### config.mk
export PLATFORM = sky130hd
export DESIGN_NAME = uart_alu_ctrl_flat
export DESIGN_NICKNAME = d
export VERILOG_FILES = /design/src/rtl/uart_alu_ctrl_pkg.sv /design/src/rtl/uart_alu_ctrl_if.sv /design/src/rtl/uart_alu_ctrl_timer.sv /design/src/rtl/uart_alu_ctrl.sv /design/src/flat_wrapper.sv
export SDC_FILE = /design/constraint.sdc
export NUM_CORES = 1
export LEC_CHECK = 0
export ABC_AREA = 1
export BUFFER_PORTS_ARGS = -buffer_cell sky130_fd_sc_hd__buf_2
export CELL_PAD_IN_SITES_DETAIL_PLACEMENT = 1
export CELL_PAD_IN_SITES_GLOBAL_PLACEMENT = 1
export CORE_ASPECT_RATIO = 1.4
export CORE_MARGIN = 2
export CORE_UTILIZATION = 30
export CTS_CLUSTER_DIAMETER = 120
export DETAILED_ROUTE_END_ITERATION = 8
export PLACE_DENSITY_LB_ADDON = 0.2
export SKIP_LAST_GASP = 1
export SLEW_MARGIN = 30
export SYNTH_ARGS = -nofsm -noshare
export SYNTH_HDL_FRONTEND = slang
export SYNTH_HIERARCHICAL = 1
export SYNTH_SLANG_ARGS = --single-unit
### constraint.sdc
create_clock -name i_clk -period 1.7 [get_ports i_clk]
set_input_delay 0.085 -clock i_clk [delete_from_list [all_inputs] [get_ports i_clk]]
set_output_delay 0.085 -clock i_clk [all_outputs]
set_load 0.01 [all_outputs]
### src/rtl/uart_alu_ctrl_pkg.sv
// Shared types and defaults for the UART <-> ALU frame sequencer.
// Optional inter-byte timeout is enabled with `define UART_ALU_CTRL_TIMEOUT_EN.
package uart_alu_ctrl_pkg;

  localparam int DEF_DBIT          = 8;
  localparam int DEF_NB_OP         = 6;
  localparam int DEF_TIMEOUT_TICKS = 50000;
  localparam int STATE_W           = 3;

  // Frame sequencer states; values are fixed so waveforms and debug taps stay stable.
  typedef enum logic [STATE_W-1:0] {
    S_WAIT_A  = 3'd0,
    S_WAIT_B  = 3'd1,
    S_WAIT_OP = 3'd2,
    S_EXEC    = 3'd3,
    S_SEND    = 3'd4
  } state_e;

  // True in the states that may still be waiting on an RX byte mid-frame.
  function automatic logic is_mid_frame(state_e s);
    return (s == S_WAIT_B) || (s == S_WAIT_OP);
  endfunction

endpackage

### src/rtl/uart_alu_ctrl_if.sv
// Bundle of the RX FIFO, TX FIFO and ALU signals seen by the frame sequencer.
// master = the sequencer, slave = the UART FIFOs and ALU around it.
interface uart_alu_ctrl_if
  import uart_alu_ctrl_pkg::*;
#(
  parameter int DBIT  = DEF_DBIT,
  parameter int NB_OP = DEF_NB_OP
);

  logic             i_rx_empty;
  logic [DBIT-1:0]  i_r_data;
  logic             o_rd_uart;
  logic             i_tx_full;
  logic             o_wr_uart;
  logic [DBIT-1:0]  o_w_data;
  logic [DBIT-1:0]  o_alu_a;
  logic [DBIT-1:0]  o_alu_b;
  logic [NB_OP-1:0] o_alu_op;
  logic [DBIT-1:0]  i_alu_result;
  logic             o_busy;

  modport master (
    input  i_rx_empty, i_r_data, i_tx_full, i_alu_result,
    output o_rd_uart, o_wr_uart, o_w_data, o_alu_a, o_alu_b, o_alu_op, o_busy
  );

  modport slave (
    output i_rx_empty, i_r_data, i_tx_full, i_alu_result,
    input  o_rd_uart, o_wr_uart, o_w_data, o_alu_a, o_alu_b, o_alu_op, o_busy
  );

endinterface

### src/rtl/uart_alu_ctrl_timer.sv
// Inter-byte timeout counter: up-counter with synchronous clear, count enable
// and a terminal flag at TICKS-1. Only used when UART_ALU_CTRL_TIMEOUT_EN is set.
module uart_alu_ctrl_timer #(
  parameter  int TICKS = 16,
  localparam int CW    = (TICKS > 1) ? $clog2(TICKS) : 1
) (
  input  logic i_clk,
  input  logic i_reset,
  input  logic i_clr,
  input  logic i_en,
  output logic o_done
);

  logic [CW-1:0] r_count;

  // Count enabled cycles; clear has priority so a pop restarts the window.
  always_ff @(posedge i_clk or posedge i_reset) begin
    if (i_reset)    r_count <= '0;
    else if (i_clr) r_count <= '0;
    else if (i_en)  r_count <= r_count + CW'(1);
  end

  assign o_done = (r_count == CW'(TICKS - 1));

endmodule

### src/rtl/uart_alu_ctrl.sv
// Frame sequencer: pops A, B, OP from the RX FIFO, drives the external ALU from
// registered operands, captures the result and pushes it to the TX FIFO.
// Optional inter-byte timeout: `define UART_ALU_CTRL_TIMEOUT_EN.
module uart_alu_ctrl
  import uart_alu_ctrl_pkg::*;
#(
  parameter int DBIT  = DEF_DBIT,
  parameter int NB_OP = DEF_NB_OP
`ifdef UART_ALU_CTRL_TIMEOUT_EN
  , parameter int TIMEOUT_TICKS = DEF_TIMEOUT_TICKS
`endif
) (
  input  logic          i_clk,
  input  logic          i_reset,
  uart_alu_ctrl_if.master bus
);

  state_e           r_state;
  state_e           w_next_state;
  logic             w_rd;
  logic             w_wr;
  logic             w_timeout;
  logic [DBIT-1:0]  r_a;
  logic [DBIT-1:0]  r_b;
  logic [NB_OP-1:0] r_op;
  logic [DBIT-1:0]  r_result;

  // Opcode only uses the low NB_OP bits of the OP byte; the rest are dropped.
  logic w_unused_op_hi;
  assign w_unused_op_hi = ^bus.i_r_data[DBIT-1:NB_OP];

`ifdef UART_ALU_CTRL_TIMEOUT_EN
  logic w_tmr_en;
  logic w_tmr_done;

  // Count only while stuck mid-frame on an empty FIFO; any pop or other state clears.
  assign w_tmr_en = is_mid_frame(r_state) && bus.i_rx_empty;

  uart_alu_ctrl_timer #(
    .TICKS (TIMEOUT_TICKS)
  ) u_timer (
    .i_clk   (i_clk),
    .i_reset (i_reset),
    .i_clr   (!w_tmr_en),
    .i_en    (w_tmr_en),
    .o_done  (w_tmr_done)
  );

  assign w_timeout = w_tmr_en && w_tmr_done;
`else
  assign w_timeout = 1'b0;
`endif

  // State register.
  always_ff @(posedge i_clk or posedge i_reset) begin
    // NOTE: sequential state uses non-blocking assignments so every register
    // samples pre-edge values regardless of block evaluation order.
    if (i_reset) r_state <= S_WAIT_A;
    else         r_state <= w_next_state;
  end

  // Next-state and strobe decode; pops/pushes are single-cycle per byte.
  always_comb begin
    // NOTE: every output of this block gets a default first, so no path
    // through the case can leave a signal unassigned and infer a latch.
    w_next_state = r_state;
    w_rd         = 1'b0;
    w_wr         = 1'b0;
    case (r_state)
      S_WAIT_A: begin
        if (!bus.i_rx_empty) begin
          w_rd         = 1'b1;
          w_next_state = S_WAIT_B;
        end
      end
      S_WAIT_B: begin
        if (!bus.i_rx_empty) begin
          w_rd         = 1'b1;
          w_next_state = S_WAIT_OP;
        end else if (w_timeout) begin
          w_next_state = S_WAIT_A;
        end
      end
      S_WAIT_OP: begin
        if (!bus.i_rx_empty) begin
          w_rd         = 1'b1;
          w_next_state = S_EXEC;
        end else if (w_timeout) begin
          w_next_state = S_WAIT_A;
        end
      end
      S_EXEC: w_next_state = S_SEND;
      S_SEND: begin
        if (!bus.i_tx_full) begin
          w_wr         = 1'b1;
          w_next_state = S_WAIT_A;
        end
      end
      default: w_next_state = S_WAIT_A;
    endcase
  end

  // Operand capture on each pop and result capture in the single EXEC cycle.
  always_ff @(posedge i_clk or posedge i_reset) begin
    // NOTE: these are plain registers (not a memory array), so they are reset
    // to give the ALU and TX data a defined 0 right out of reset.
    if (i_reset) begin
      r_a      <= '0;
      r_b      <= '0;
      r_op     <= '0;
      r_result <= '0;
    end else begin
      if (w_rd) begin
        case (r_state)
          S_WAIT_A:  r_a  <= bus.i_r_data;
          S_WAIT_B:  r_b  <= bus.i_r_data;
          S_WAIT_OP: r_op <= bus.i_r_data[NB_OP-1:0];
          default:   ;
        endcase
      end
      if (r_state == S_EXEC) r_result <= bus.i_alu_result;
    end
  end

  // Strobes are gated by reset: the state is S_WAIT_A during reset and would
  // otherwise pop a non-empty FIFO.
  assign bus.o_rd_uart = w_rd && !i_reset;
  assign bus.o_wr_uart = w_wr && !i_reset;
  assign bus.o_w_data  = r_result;
  assign bus.o_alu_a   = r_a;
  assign bus.o_alu_b   = r_b;
  assign bus.o_alu_op  = r_op;
  assign bus.o_busy    = (r_state != S_WAIT_A);

endmodule

### src/flat_wrapper.sv
// flat-port wrapper written by rule: the top's interface ports become plain ports
module uart_alu_ctrl_flat import uart_alu_ctrl_pkg::*;
#(
  parameter int DBIT  = DEF_DBIT,
  parameter int NB_OP = DEF_NB_OP

)
  (i_clk, i_reset, bus_i_rx_empty, bus_i_r_data, bus_i_tx_full, bus_i_alu_result, bus_o_rd_uart, bus_o_wr_uart, bus_o_w_data, bus_o_alu_a, bus_o_alu_b, bus_o_alu_op, bus_o_busy);
  uart_alu_ctrl_if #(.DBIT(DBIT), .NB_OP(NB_OP)) bus_i ();
  input  logic i_clk;
  input  logic i_reset;
  input wire logic [$bits(bus_i.i_rx_empty)-1:0] bus_i_rx_empty;
  input wire logic [$bits(bus_i.i_r_data)-1:0] bus_i_r_data;
  input wire logic [$bits(bus_i.i_tx_full)-1:0] bus_i_tx_full;
  input wire logic [$bits(bus_i.i_alu_result)-1:0] bus_i_alu_result;
  output wire logic [$bits(bus_i.o_rd_uart)-1:0] bus_o_rd_uart;
  output wire logic [$bits(bus_i.o_wr_uart)-1:0] bus_o_wr_uart;
  output wire logic [$bits(bus_i.o_w_data)-1:0] bus_o_w_data;
  output wire logic [$bits(bus_i.o_alu_a)-1:0] bus_o_alu_a;
  output wire logic [$bits(bus_i.o_alu_b)-1:0] bus_o_alu_b;
  output wire logic [$bits(bus_i.o_alu_op)-1:0] bus_o_alu_op;
  output wire logic [$bits(bus_i.o_busy)-1:0] bus_o_busy;
  assign bus_i.i_rx_empty = bus_i_rx_empty;
  assign bus_i.i_r_data = bus_i_r_data;
  assign bus_i.i_tx_full = bus_i_tx_full;
  assign bus_i.i_alu_result = bus_i_alu_result;
  assign bus_o_rd_uart = bus_i.o_rd_uart;
  assign bus_o_wr_uart = bus_i.o_wr_uart;
  assign bus_o_w_data = bus_i.o_w_data;
  assign bus_o_alu_a = bus_i.o_alu_a;
  assign bus_o_alu_b = bus_i.o_alu_b;
  assign bus_o_alu_op = bus_i.o_alu_op;
  assign bus_o_busy = bus_i.o_busy;
  uart_alu_ctrl #(.DBIT(DBIT), .NB_OP(NB_OP)) u_core (.i_clk(i_clk), .i_reset(i_reset), .bus(bus_i));
endmodule
==> flow_summary_export.csv, run 1 <==
group,metric,value,unit
floorplan,ioPinCount,53,
timing,rsz0062_at_grt,"false",
cells_and_area,drive_above_1_share,0.399,
power,leakagePower,0.00104,uW
grt,grt_pass1_wl,5.91,mm
floorplan,core_area,4800,sq um
worst_setup_path,worstRegToRegCells,4,
floorplan,die_h,87.0,um
cts,insertion_delay,0.28,ns
worst_setup_path,rr_endpoint,"u_core/bus.o_alu_op[4]$_DFFE_PP0P_",
timing,maxSlewHeadroom,0.718,
power,power,3670,uW
logic_synthesis,seq_area_frac_synth,0.559,
place,dp_hpwl,2.70,mm
logic_synthesis,synthCells,149,
worst_setup_path,worstSetupPathType,"flip-flop to output pin",
timing,tightestPinTransition,0.423,ns
floorplan,initial_core_util,0.307,
cts,ctsResizeCount,0,
logic_synthesis,synth.cell_area,1480,sq um
floorplan,die_w,63.3,um
route,post_drt_wl_per_cell,12.6,um
logic_synthesis,synth_nets,169,
place,numPortBuffers,52,
cts,cts_tree,"yes",
logic_synthesis,ys_top_cells_by_area,"dfrtp_1 56%, nand2_1 12%, o21ai_2 6.5%",
timing,fin_worst_skew,0.00561,ns
cells_and_area,antenna_cells,0,
worst_setup_path,reg2reg_slack,0.39,ns
cts,cts_setup_buffers,0,
timing,hold_violations,0,
worst_hold_path,holdCritPathClass,"input port to flip-flop",
route,wl_met2,1.81,mm
route,ant_nets,0,
status,outcome,"completed",
route,vias,1217,
cts,clock_path_buffers,2,
cts,cts_made_buffers,5,
grt,grt_start_max_net_pins,34,
timing,fmax,0.727,GHz
timing,fin_setup_tns,0,ns
cts,root_buffer,"clkbuf_8",
run,maxCapViolations,0,
timing,min_period_over_period,0.809,
logic_synthesis,yosysTopAreaCellShare,0.559,
worst_hold_path,worst_hold_path.endpoint,"u_core/bus.o_w_data[3]$_DFFE_PP0N_",
power,ir_drop,736,uV
worst_hold_path,holdPathStages,3,
logic_synthesis,yosysWarnings,6,
cells_and_area,nets,227,
route,vias_per_cell,4.47,
worst_setup_path,cp_data_arrival_time,1.29,ns
worst_setup_path,start_kind,"flip-flop",
timing,finalSetupViolations,0,
route,drt-met1-wl,1.38,mm
cells_and_area,final_cell_mix,"52 x buf_2, 48 x nand2_1, 33 x dfrtp_1, 13 x nand3_1, 12 x inv_1",
worst_hold_path,min_from,"bus_i_alu_result[3]",
place,gp_congestion,0.720,
power,power.density,1930,nW/um^2
cells_and_area,mostFrequentLayoutCell,"buf_2",
route,drt_iter0_markers,42,
grt,overflow,0,
cells_and_area,filler_cell_count,604,
logic_synthesis,synth_area_leader_cell,"dfrtp_1",
cts,clkTransAtPathRegs,0.07,ns
route,wl_met3,198,um
cts,cts_max_level,2,
route,highest_layer,"met4",
worst_setup_path,cp-end-kind,"output pin",
worst_setup_path,worstPathRequired,1.62,ns
worst_setup_path,timing.rr.start,"u_core/r_state[2]$_DFFE_PP0P_",
timing,drv_slew,0,
cells_and_area,syn_to_final_growth,28.8,%
logic_synthesis,ys_ff_latch,33,
logic_synthesis,synth_area_per_cell,9.91,sq um
grt,grt_usage,0.138,
timing,period_needed,1.38,ns
logic_synthesis,synthDistinctLibCells,19,
route,firstDrtPassIters,3,
grt,antenna_found_initial,0,
floorplan,die_area,5510,sq um
route,drc,0,
route,routed_wl,3.42,mm
cts,clock-sinks,33,
floorplan,rows,30,
grt,grt_pass1_vias,1302,
worst_setup_path,worst-path-max-fanout,5,
registers in the layout, indices dropped and copies added (netlist names):
name / cells
u_core/bus.o_alu_op: 6
u_core/bus.o_alu_b: 8
u_core/r_state: 3
u_core/bus.o_alu_a: 8
u_core/bus.o_w_data: 8
metrics by stage:
step	hold WS [ns]	std cells	setup slack, ns	instance area, sq um	utilization
CTS	0.0266	272	0.299	1900	0.396
finish	0.0360	272	0.324	1900	0.396
detailed placement	0.248	263	0.392	1780	0.370
global route	0.0445	272	0.207	1900	0.396
floorplan	0.218	149	0.480	1480	-
global placement	0.238	263	0.394	1780	0.370
cell families (layout without fill, tap and decap cells):
| family | after synthesis | count (layout) | share of synthesized area |
|---|---|---|---|
| buf+inv | 19 | 78 | 0.0813 |
| compound gates | 15 | 15 | 0.0788 |
| simple gates | 82 | 82 | 0.281 |
| flops | 33 | 33 | 0.559 |
cell type report:
cell class / instances / area, sq um / area share
Sequential cell: 33 / 826 / 0.434
Multi-Input combinational cell: 97 / 531 / 0.279
Timing Repair Buffer: 57 / 300 / 0.158
Clock buffer: 7 / 86.3 / 0.0454
Tap cell: 64 / 80.1 / 0.0421
Inverter: 13 / 48.8 / 0.0257
Clock inverter: 1 / 30.0 / 0.0158
critical path, cell delays in order, from the launching register on:
cell and delay (ns):
dfrtp_1 0.50, inv_1 0.17, nand3_1 0.12, nor2_1 0.10, buf_2 0.13
routing by layer:
metal  global-route usage  up-vias
met5                    0        -
met4               0.0415        0
met2                0.254       41
met1                0.154      571
met3               0.0388        4
li1                     -      601
Yosys cell counts, drive strengths merged:
| cell type | instances |
|---|---|
| nand2 | 51 |
| dfrtp | 33 |
| nand3 | 16 |
| o21ai | 15 |
| inv | 13 |
| nand4 | 10 |
| buf | 5 |
| nor2 | 5 |
| clkbuf | 1 |
power by group:
part / switching (uW) / internal [uW]
registers: 245 / 1160
clock network: 274 / 478
logic: 929 / 590
total: 1450 / 2220
how the worst max path moves through the flow:
stage	startpoint	endpoint	slack, ns	cells past startpoint
3_3_place_gp	u_core/r_state[2]$_DFFE_PP0P_	u_core/bus.o_alu_op[4]$_DFFE_PP0P_	0.39	4
5_1_grt	u_core/r_state[0]$_DFFE_PP0P_	bus_o_wr_uart	0.21	4
6_report	u_core/r_state[2]$_DFFE_PP0P_	bus_o_rd_uart	0.32	4
2_1_floorplan	i_reset	bus_o_wr_uart	0.48	3
3_5_place_dp	u_core/r_state[2]$_DFFE_PP0P_	u_core/bus.o_alu_op[2]$_DFFE_PP0P_	0.39	4
4_1_cts	u_core/r_state[2]$_DFFE_PP0P_	bus_o_rd_uart	0.30	4
what timing repair did:
item,CTS,global route
hold buffers,1,0
endpoints found under the setup margin,0,0
hold endpoints to repair,33,0
Power figures use the tool's default switching activity.
==> inputs of run 2 (changes only) <==
--- a/config.mk
+++ b/config.mk
@@ -5,7 +5,7 @@
 export SDC_FILE = /design/constraint.sdc
 export NUM_CORES = 1
 export LEC_CHECK = 0
-export ABC_AREA = 1
+export ABC_AREA = 0
 export BUFFER_PORTS_ARGS = -buffer_cell sky130_fd_sc_hd__buf_2
 export CELL_PAD_IN_SITES_DETAIL_PLACEMENT = 1
 export CELL_PAD_IN_SITES_GLOBAL_PLACEMENT = 1
==> constraint.sdc (replaced) <==
create_clock -name i_clk -period 1.4 [get_ports i_clk]
set_input_delay 0.07 -clock i_clk [delete_from_list [all_inputs] [get_ports i_clk]]
set_output_delay 0.07 -clock i_clk [all_outputs]
set_load 0.01 [all_outputs]
==> run 2 against run 1 <==
Effect of this change: the flow now finishes with violations (setup timing); die area decreased by 7.8%; clock power up 3.6%; synthesized cell count down 44%; non-clock buffer count increased by 13; clock skew grew 0.0029 ns; sequential share of layout area fell by 3.3 points; worst setup slack lost 0.44 ns; critical path depth is the same; critical endpoint is now u_core/bus.o_alu_op[3]$_DFFE_PP0P_; combinational power increased by 53%; largest cell class unchanged; area after synthesis is 8.2% lower; highest routed layer unchanged; sequential power increased by 26%.
==> flow_summary_export.csv, run 2 <==
group,metric,value,unit
cells_and_area,antenna_cells,0,
floorplan,die_h,83.5,um
floorplan,die_w,60.8,um
cts,root_buffer,"clkbuf_8",
timing,worst_slack,-0.112,ns
worst_hold_path,min_from,"bus_i_alu_result[6]",
logic_synthesis,synth_area_per_cell,16.1,sq um
timing,period_needed,1.51,ns
worst_setup_path,worst-path-max-fanout,4,
worst_setup_path,worstSetupPathType,"flip-flop to flip-flop",
power,combPwrFrac,0.478,
power,power.switching,1580,uW
power,power.density,2360,nW/um^2
grt,grt_usage,0.145,
cts,clock-sinks,33,
logic_synthesis,synthCells,84,
logic_synthesis,synth_common_cells,"33 x dfrtp_1, 30 x mux2_2",
floorplan,rows,28,
power,leakagePower,0.00101,uW
cts,insertion_delay,0.28,ns
logic_synthesis,seq_area_frac_synth,0.609,
logic_synthesis,synth_nets,104,
grt,overflow,0,
worst_setup_path,critical_path.top_delay_family,"flip-flops",
logic_synthesis,yosysWarnings,6,
timing,drv_slew,0,
cells_and_area,drive_above_1_share,0.747,
floorplan,die_area,5080,sq um
worst_setup_path,crit_buf_inv,2,
logic_synthesis,async_flop_share,1.00,
place,numPortBuffers,52,
route,drc,0,
logic_synthesis,ys_top_cells_by_area,"dfrtp_1 61%, mux2_2 25%, nor4b_4 3.5%",
route,post_drt_wl_per_cell,15.5,um
run,maxCapViolations,0,
cts,cts_made_buffers,5,
floorplan,ioPinCount,53,
grt,grt_start_max_net_pins,25,
cells_and_area,mostFrequentLayoutCell,"buf_2",
route,firstDrtPassIters,4,
place,dp_hpwl,2.40,mm
timing,fin_worst_skew,0.00850,ns
logic_synthesis,synthDistinctLibCells,17,
logic_synthesis,synth_edf_count,0,
logic_synthesis,ys_ff_latch,33,
grt,grt_pass1_vias,1112,
power,power_frac_seq,0.363,
cts,cts_max_level,2,
worst_setup_path,worstSetupStartpoint,"u_core/r_state[0]$_DFFE_PP0P_",
power,ir_drop,962,uV
cells_and_area,fin_util,0.484,
logic_synthesis,synth_most_common_cell,"dfrtp_1",
route,routed_wl,3.38,mm
route,vias,965,
grt,grt_pass1_wl,5.51,mm
route,ant_nets,0,
place,gp_congestion,0.722,
worst_setup_path,worstPathRequired,1.56,ns
floorplan,initial_core_util,0.317,
timing,maxSlewHeadroom,0.708,
route,drt_iter0_markers,21,
worst_setup_path,cp-end-kind,"flip-flop",
cells_and_area,nets,177,
timing,tightestPinTransition,0.438,ns
status,outcome,"finished with violations",
timing,fmax,0.661,GHz
worst_setup_path,slowest_stage,"dfrtp_2",
logic_synthesis,yosysTopAreaCellShare,0.609,
timing,min_period_over_period,1.08,
power,power,4880,uW
worst_hold_path,holdCritPathClass,"input port to flip-flop",
power,p_clk_frac,0.160,
worst_setup_path,critPathMaxStageDelay,0.45,ns
power,p_int,3300,uW
logic_synthesis,synth_area_leader_cell,"dfrtp_1",
route,vias_per_cell,4.43,
logic_synthesis,synth-main-ff-cell,"dfrtp_1",
worst_setup_path,path_cells,"buf_12 > nor4b_4 > buf_4 > mux2_4",
worst_setup_path,cp_data_arrival_time,1.67,ns
status,violations,"setup timing",
logic_synthesis,synth.cell_area,1360,sq um
cts,clock_path_buffers,2,
timing,hold_violations,0,
worst_setup_path,start_kind,"flip-flop",
worst_setup_path,timing.rr.start,"u_core/r_state[0]$_DFFE_PP0P_",
cts,clkTransAtPathRegs,0.07,ns
cts,cts_tree,"yes",
timing,rsz0062_at_grt,"true",
cells_and_area,final_cell_mix,"52 x buf_2, 30 x dfrtp_1, 22 x mux2_4, 10 x buf_4, 8 x mux2_2",
power,p_sw_frac,0.324,
floorplan,core_area,4270,sq um
cells_and_area,syn_to_final_growth,52.6,%
grt,antenna_found_initial,0,
timing,finalSetupViolations,25,
[run 2: metrics by stage]
step | instances | area, sq um | hold WS [ns] | setup slack, ns | setup TNS, ns
6_report | 218 | 2070 | 0.0231 | -0.112 | -2.15
5_1_grt | 218 | 2070 | 0.0207 | -0.166 | -3.49
4_1_cts | 217 | 2040 | 0.0166 | -0.115 | -2.29
3_5_place_dp | 202 | 1760 | 0.114 | -0.110 | -1.74
3_3_place_gp | 202 | 1760 | 0.103 | -0.0857 | -1.20
2_1_floorplan | 84 | 1360 | 0.191 | -0.0556 | -0.837
[run 2: kinds of logic (layout without fill, tap and decap cells)]
logic type,after synthesis,count (layout),synth area share
AO/OA/AOI/OAI,4,4,0.0175
flip-flops,33,33,0.609
buffers and inverters,6,80,0.0314
multiplexers,30,30,0.249
AND/OR/NAND/NOR,11,11,0.0923
[run 2: power groups by stage]
stage | clock network, uW | registers, uW | logic (uW)
after floorplan | 0 | 1890 | 910
after global placement | 0 | 1760 | 1740
after detailed placement | 0 | 1800 | 1790
after CTS | 804 | 1760 | 2310
after global routing | 845 | 1830 | 2480
final | 779 | 1770 | 2330
[run 2: layout make-up]
type	count	area, sq um
clock buffers	7	96.3
clock inverters	1	5.00
inverters	2	7.51
fillers	462	2210
well taps	60	75.1
flip-flops and latches	33	830
repair buffers	70	459
multi-input cells	45	596
[run 2: layer usage]
| metal | track usage | part of all wire | vias up |
|---|---|---|---|
| met5 | 0 | 0 | - |
| met4 | 0.0474 | 0.016 | 0 |
| met3 | 0.0388 | 0.055 | 5 |
| met2 | 0.238 | 0.52 | 29 |
| met1 | 0.180 | 0.41 | 490 |
| li1 | - | - | 441 |
[run 2: timing repair]
| item | CTS | global route |
|---|---|---|
| hold buffers | 1 | 0 |
| endpoints found under the hold margin | 9 | 0 |
| pin swaps | 3 | 2 |
| endpoints found under the setup margin | 33 | 26 |
| buffers inserted | 6 | 1 |
| resized for setup | 29 | 4 |
[run 2: path summary, 6_finish.rpt]
check                      slack (ns)  cells past startpoint                                  to
max                             -0.11                      4  u_core/bus.o_alu_op[3]$_DFFE_PP0P_
min                              0.02                      2  u_core/bus.o_w_data[6]$_DFFE_PP0N_
max reg2reg                     -0.11                      4  u_core/bus.o_alu_op[3]$_DFFE_PP0P_
min reg2reg                      0.50                      1  u_core/bus.o_w_data[2]$_DFFE_PP0N_
max in group asynchronous        0.54                      4       u_core/r_state[1]$_DFFE_PP0P_
min in group asynchronous        0.38                      3  u_core/bus.o_w_data[4]$_DFFE_PP0N_
==> inputs of run 3 (changes only) <==
--- a/config.mk
+++ b/config.mk
@@ -15,6 +15,7 @@
 export CTS_CLUSTER_DIAMETER = 120
 export DETAILED_ROUTE_END_ITERATION = 8
 export PLACE_DENSITY_LB_ADDON = 0.2
+export RECOVER_POWER = 100
 export SKIP_LAST_GASP = 1
 export SLEW_MARGIN = 30
 export SYNTH_ARGS = -nofsm -noshare
==> constraint.sdc (replaced) <==
create_clock -name i_clk -period 1.73 [get_ports i_clk]
set_input_delay 0.0865 -clock i_clk [delete_from_list [all_inputs] [get_ports i_clk]]
set_output_delay 0.0865 -clock i_clk [all_outputs]
set_load 0.01 [all_outputs]
==> run 3 against run 2 <==
Effect of this change: the flow now finishes without violations; non-clock buffer count fell by 11; largest power group is now sequential cells; register-to-register slack improved by 0.21 ns; utilization fell by 7.6 points; highest routed layer unchanged; clock skew fell by 0.0031 ns; critical path type is now flip-flop to output pin; critical path depth fell by 1; flip-flop and latch count did not move; die area did not move.
==> flow_summary_export.csv, run 3 (synthesis gave the netlist of run 2 again) <==
group,metric,value,unit
cells_and_area,mostFrequentLayoutCell,"clkbuf_1",
cells_and_area,antenna_cells,0,
cts,clkTransAtPathRegs,0.06,ns
cells_and_area,drive_above_1_share,0.490,
grt,overflow,0,
power,power_frac_seq,0.441,
worst_setup_path,reg2reg_slack,0.10,ns
timing,period_needed,1.65,ns
grt,grt_pass1_wl,4.84,mm
timing,drv_slew,0,
worst_setup_path,slowest_stage,"dfrtp_2",
floorplan,ioPinCount,53,
worst_setup_path,worstPathRequired,1.64,ns
power,power.switching,1130,uW
floorplan,rows,28,
route,drc,0,
timing,min_period_over_period,0.955,
route,firstDrtPassIters,2,
floorplan,die_w,60.8,um
route,drt_iter0_markers,19,
worst_setup_path,cp_data_arrival_time,1.57,ns
timing,hold_violations,0,
worst_setup_path,critPathMaxStageDelay,0.50,ns
cells_and_area,final_cell_mix,"32 x clkbuf_1, 31 x dfrtp_1, 30 x mux2_2, 21 x buf_2",
cts,root_buffer,"clkbuf_8",
power,p_int,2100,uW
power,p_clk_frac,0.169,
worst_hold_path,holdCritPathClass,"input port to flip-flop",
place,dp_hpwl,2.20,mm
route,ant_nets,0,
run,maxCapViolations,0,
worst_setup_path,crit_cells,3,
grt,grt_usage,0.130,
route,vias_per_cell,4.30,
worst_setup_path,worstRegToRegCells,4,
place,place_area,1690,sq um
grt,antenna_found_initial,0,
floorplan,die_area,5080,sq um
cts,clock-sinks,33,
worst_setup_path,worst-path-max-fanout,9,
worst_setup_path,critical_path.top_delay_family,"simple AND/OR/NAND/NOR gates",
worst_setup_path,worstSetupPathType,"flip-flop to output pin",
cells_and_area,final_area,1740,sq um
floorplan,die_h,83.5,um
power,leakagePower,0.000750,uW
cts,clock_path_buffers,2,
timing,tightestPinTransition,0.617,ns
route,post_drt_wl_per_cell,14.2,um
worst_hold_path,holdPathStages,2,
timing,maxSlewHeadroom,0.588,
worst_setup_path,start_kind,"flip-flop",
route,routed_wl,2.95,mm
grt,grt_pass1_vias,1011,
cts,cts_max_level,2,
worst_setup_path,crit_buf_inv,1,
cells_and_area,nets,166,
power,combPwrFrac,0.389,
place,gp_congestion,0.677,
timing,rsz0062_at_grt,"false",
route,vias,890,
timing,fmax,0.605,GHz
power,ir_drop,768,uV
place,numPortBuffers,52,
worst_setup_path,cp-end-kind,"output pin",
floorplan,core_area,4270,sq um
floorplan,initial_core_util,0.317,
grt,grt_start_max_net_pins,26,
worst_setup_path,path_cells,"or3b_2 > nor3_1 > buf_2",
timing,finalSetupViolations,0,
timing,fin_setup_tns,0,ns
timing,fin_worst_skew,0.00540,ns
cells_and_area,fin_util,0.408,
cts,cts_tree,"yes",
status,outcome,"completed",
power,power.density,1850,nW/um^2
cts,insertion_delay,0.28,ns
power,p_sw_frac,0.351,
cells_and_area,syn_to_final_growth,28.7,%
cts,cts_made_buffers,5,
## run 3: cell types whose count changed in the layout (fill, tap and decap cells not counted), moves of 2 or more
cell,change
mux2_4,-22
clkbuf_2,+5
clkbuf_8,-2
buf_6,-3
mux2_2,+22
buf_12,-4
clkbuf_1,+32
buf_4,-9
buf_2,-31
## run 3: power by group through the flow
| stage | logic (uW) | registers (uW) | clock network, uW |
|---|---|---|---|
| 2_1_floorplan | 737 | 1530 | 0 |
| 3_3_place_gp | 1340 | 1420 | 0 |
| 3_5_place_dp | 1370 | 1450 | 0 |
| 4_1_cts | 1380 | 1440 | 578 |
| 5_1_grt | 1360 | 1490 | 617 |
| 6_report | 1260 | 1420 | 547 |
## run 3: path summary, 6_finish.rpt
check	endpoint	startpoint
max in group asynchronous	u_core/r_state[2]$_DFFE_PP0P_	i_reset
worst max register to register	u_core/bus.o_alu_a[3]$_DFFE_PP0P_	u_core/r_state[0]$_DFFE_PP0P_
min in group asynchronous	u_core/bus.o_w_data[4]$_DFFE_PP0N_	i_reset
worst max-delay path	bus_o_wr_uart	u_core/r_state[2]$_DFFE_PP0P_
worst min register to register	u_core/bus.o_alu_b[5]$_DFFE_PP0P_	u_core/bus.o_alu_b[5]$_DFFE_PP0P_
worst min-delay path	u_core/bus.o_w_data[6]$_DFFE_PP0N_	bus_i_alu_result[6]
## run 3: cell type report
class / instances / area, sq um
inverter: 2 / 7.51
multi-input combinational: 45 / 487
clock buffer: 6 / 72.6
timing repair buffer: 59 / 264
clock inverter: 2 / 10.0
tap: 60 / 75.1
sequential: 33 / 828
fill: 482 / 2530
## run 3: per-stage QoR
stage          setup slack (ns)  hold slack (ns)  total power [uW]  instances
6_report                 0.0781           0.0359              3230        207
5_1_grt                 0.00670           0.0305              3460        207
4_1_cts                  0.0159           0.0265              3390        206
3_5_place_dp              0.193           0.0899              2820        197
3_3_place_gp              0.238           0.0782              2760        197
2_1_floorplan             0.265            0.215              2270         84
## run 3: metal layers
| metal | global-route usage | vias up | wire [um] | part of all wire |
|---|---|---|---|---|
| met4 | 0.0474 | 0 | 46 | 0.016 |
| met1 | 0.150 | 438 | 1100 | 0.37 |
| met2 | 0.216 | 25 | 1640 | 0.56 |
| met3 | 0.0450 | 5 | 159 | 0.054 |
| li1 | - | 422 | - | - |
| met5 | 0 | - | 0 | 0 |
## run 3: what timing repair did
item	CTS	global route
buffers inserted	0	1
endpoints found under the setup margin	1	2
resized for setup	2	1
endpoints found under the hold margin	8	0
pin swaps	0	0
hold buffers	1	0
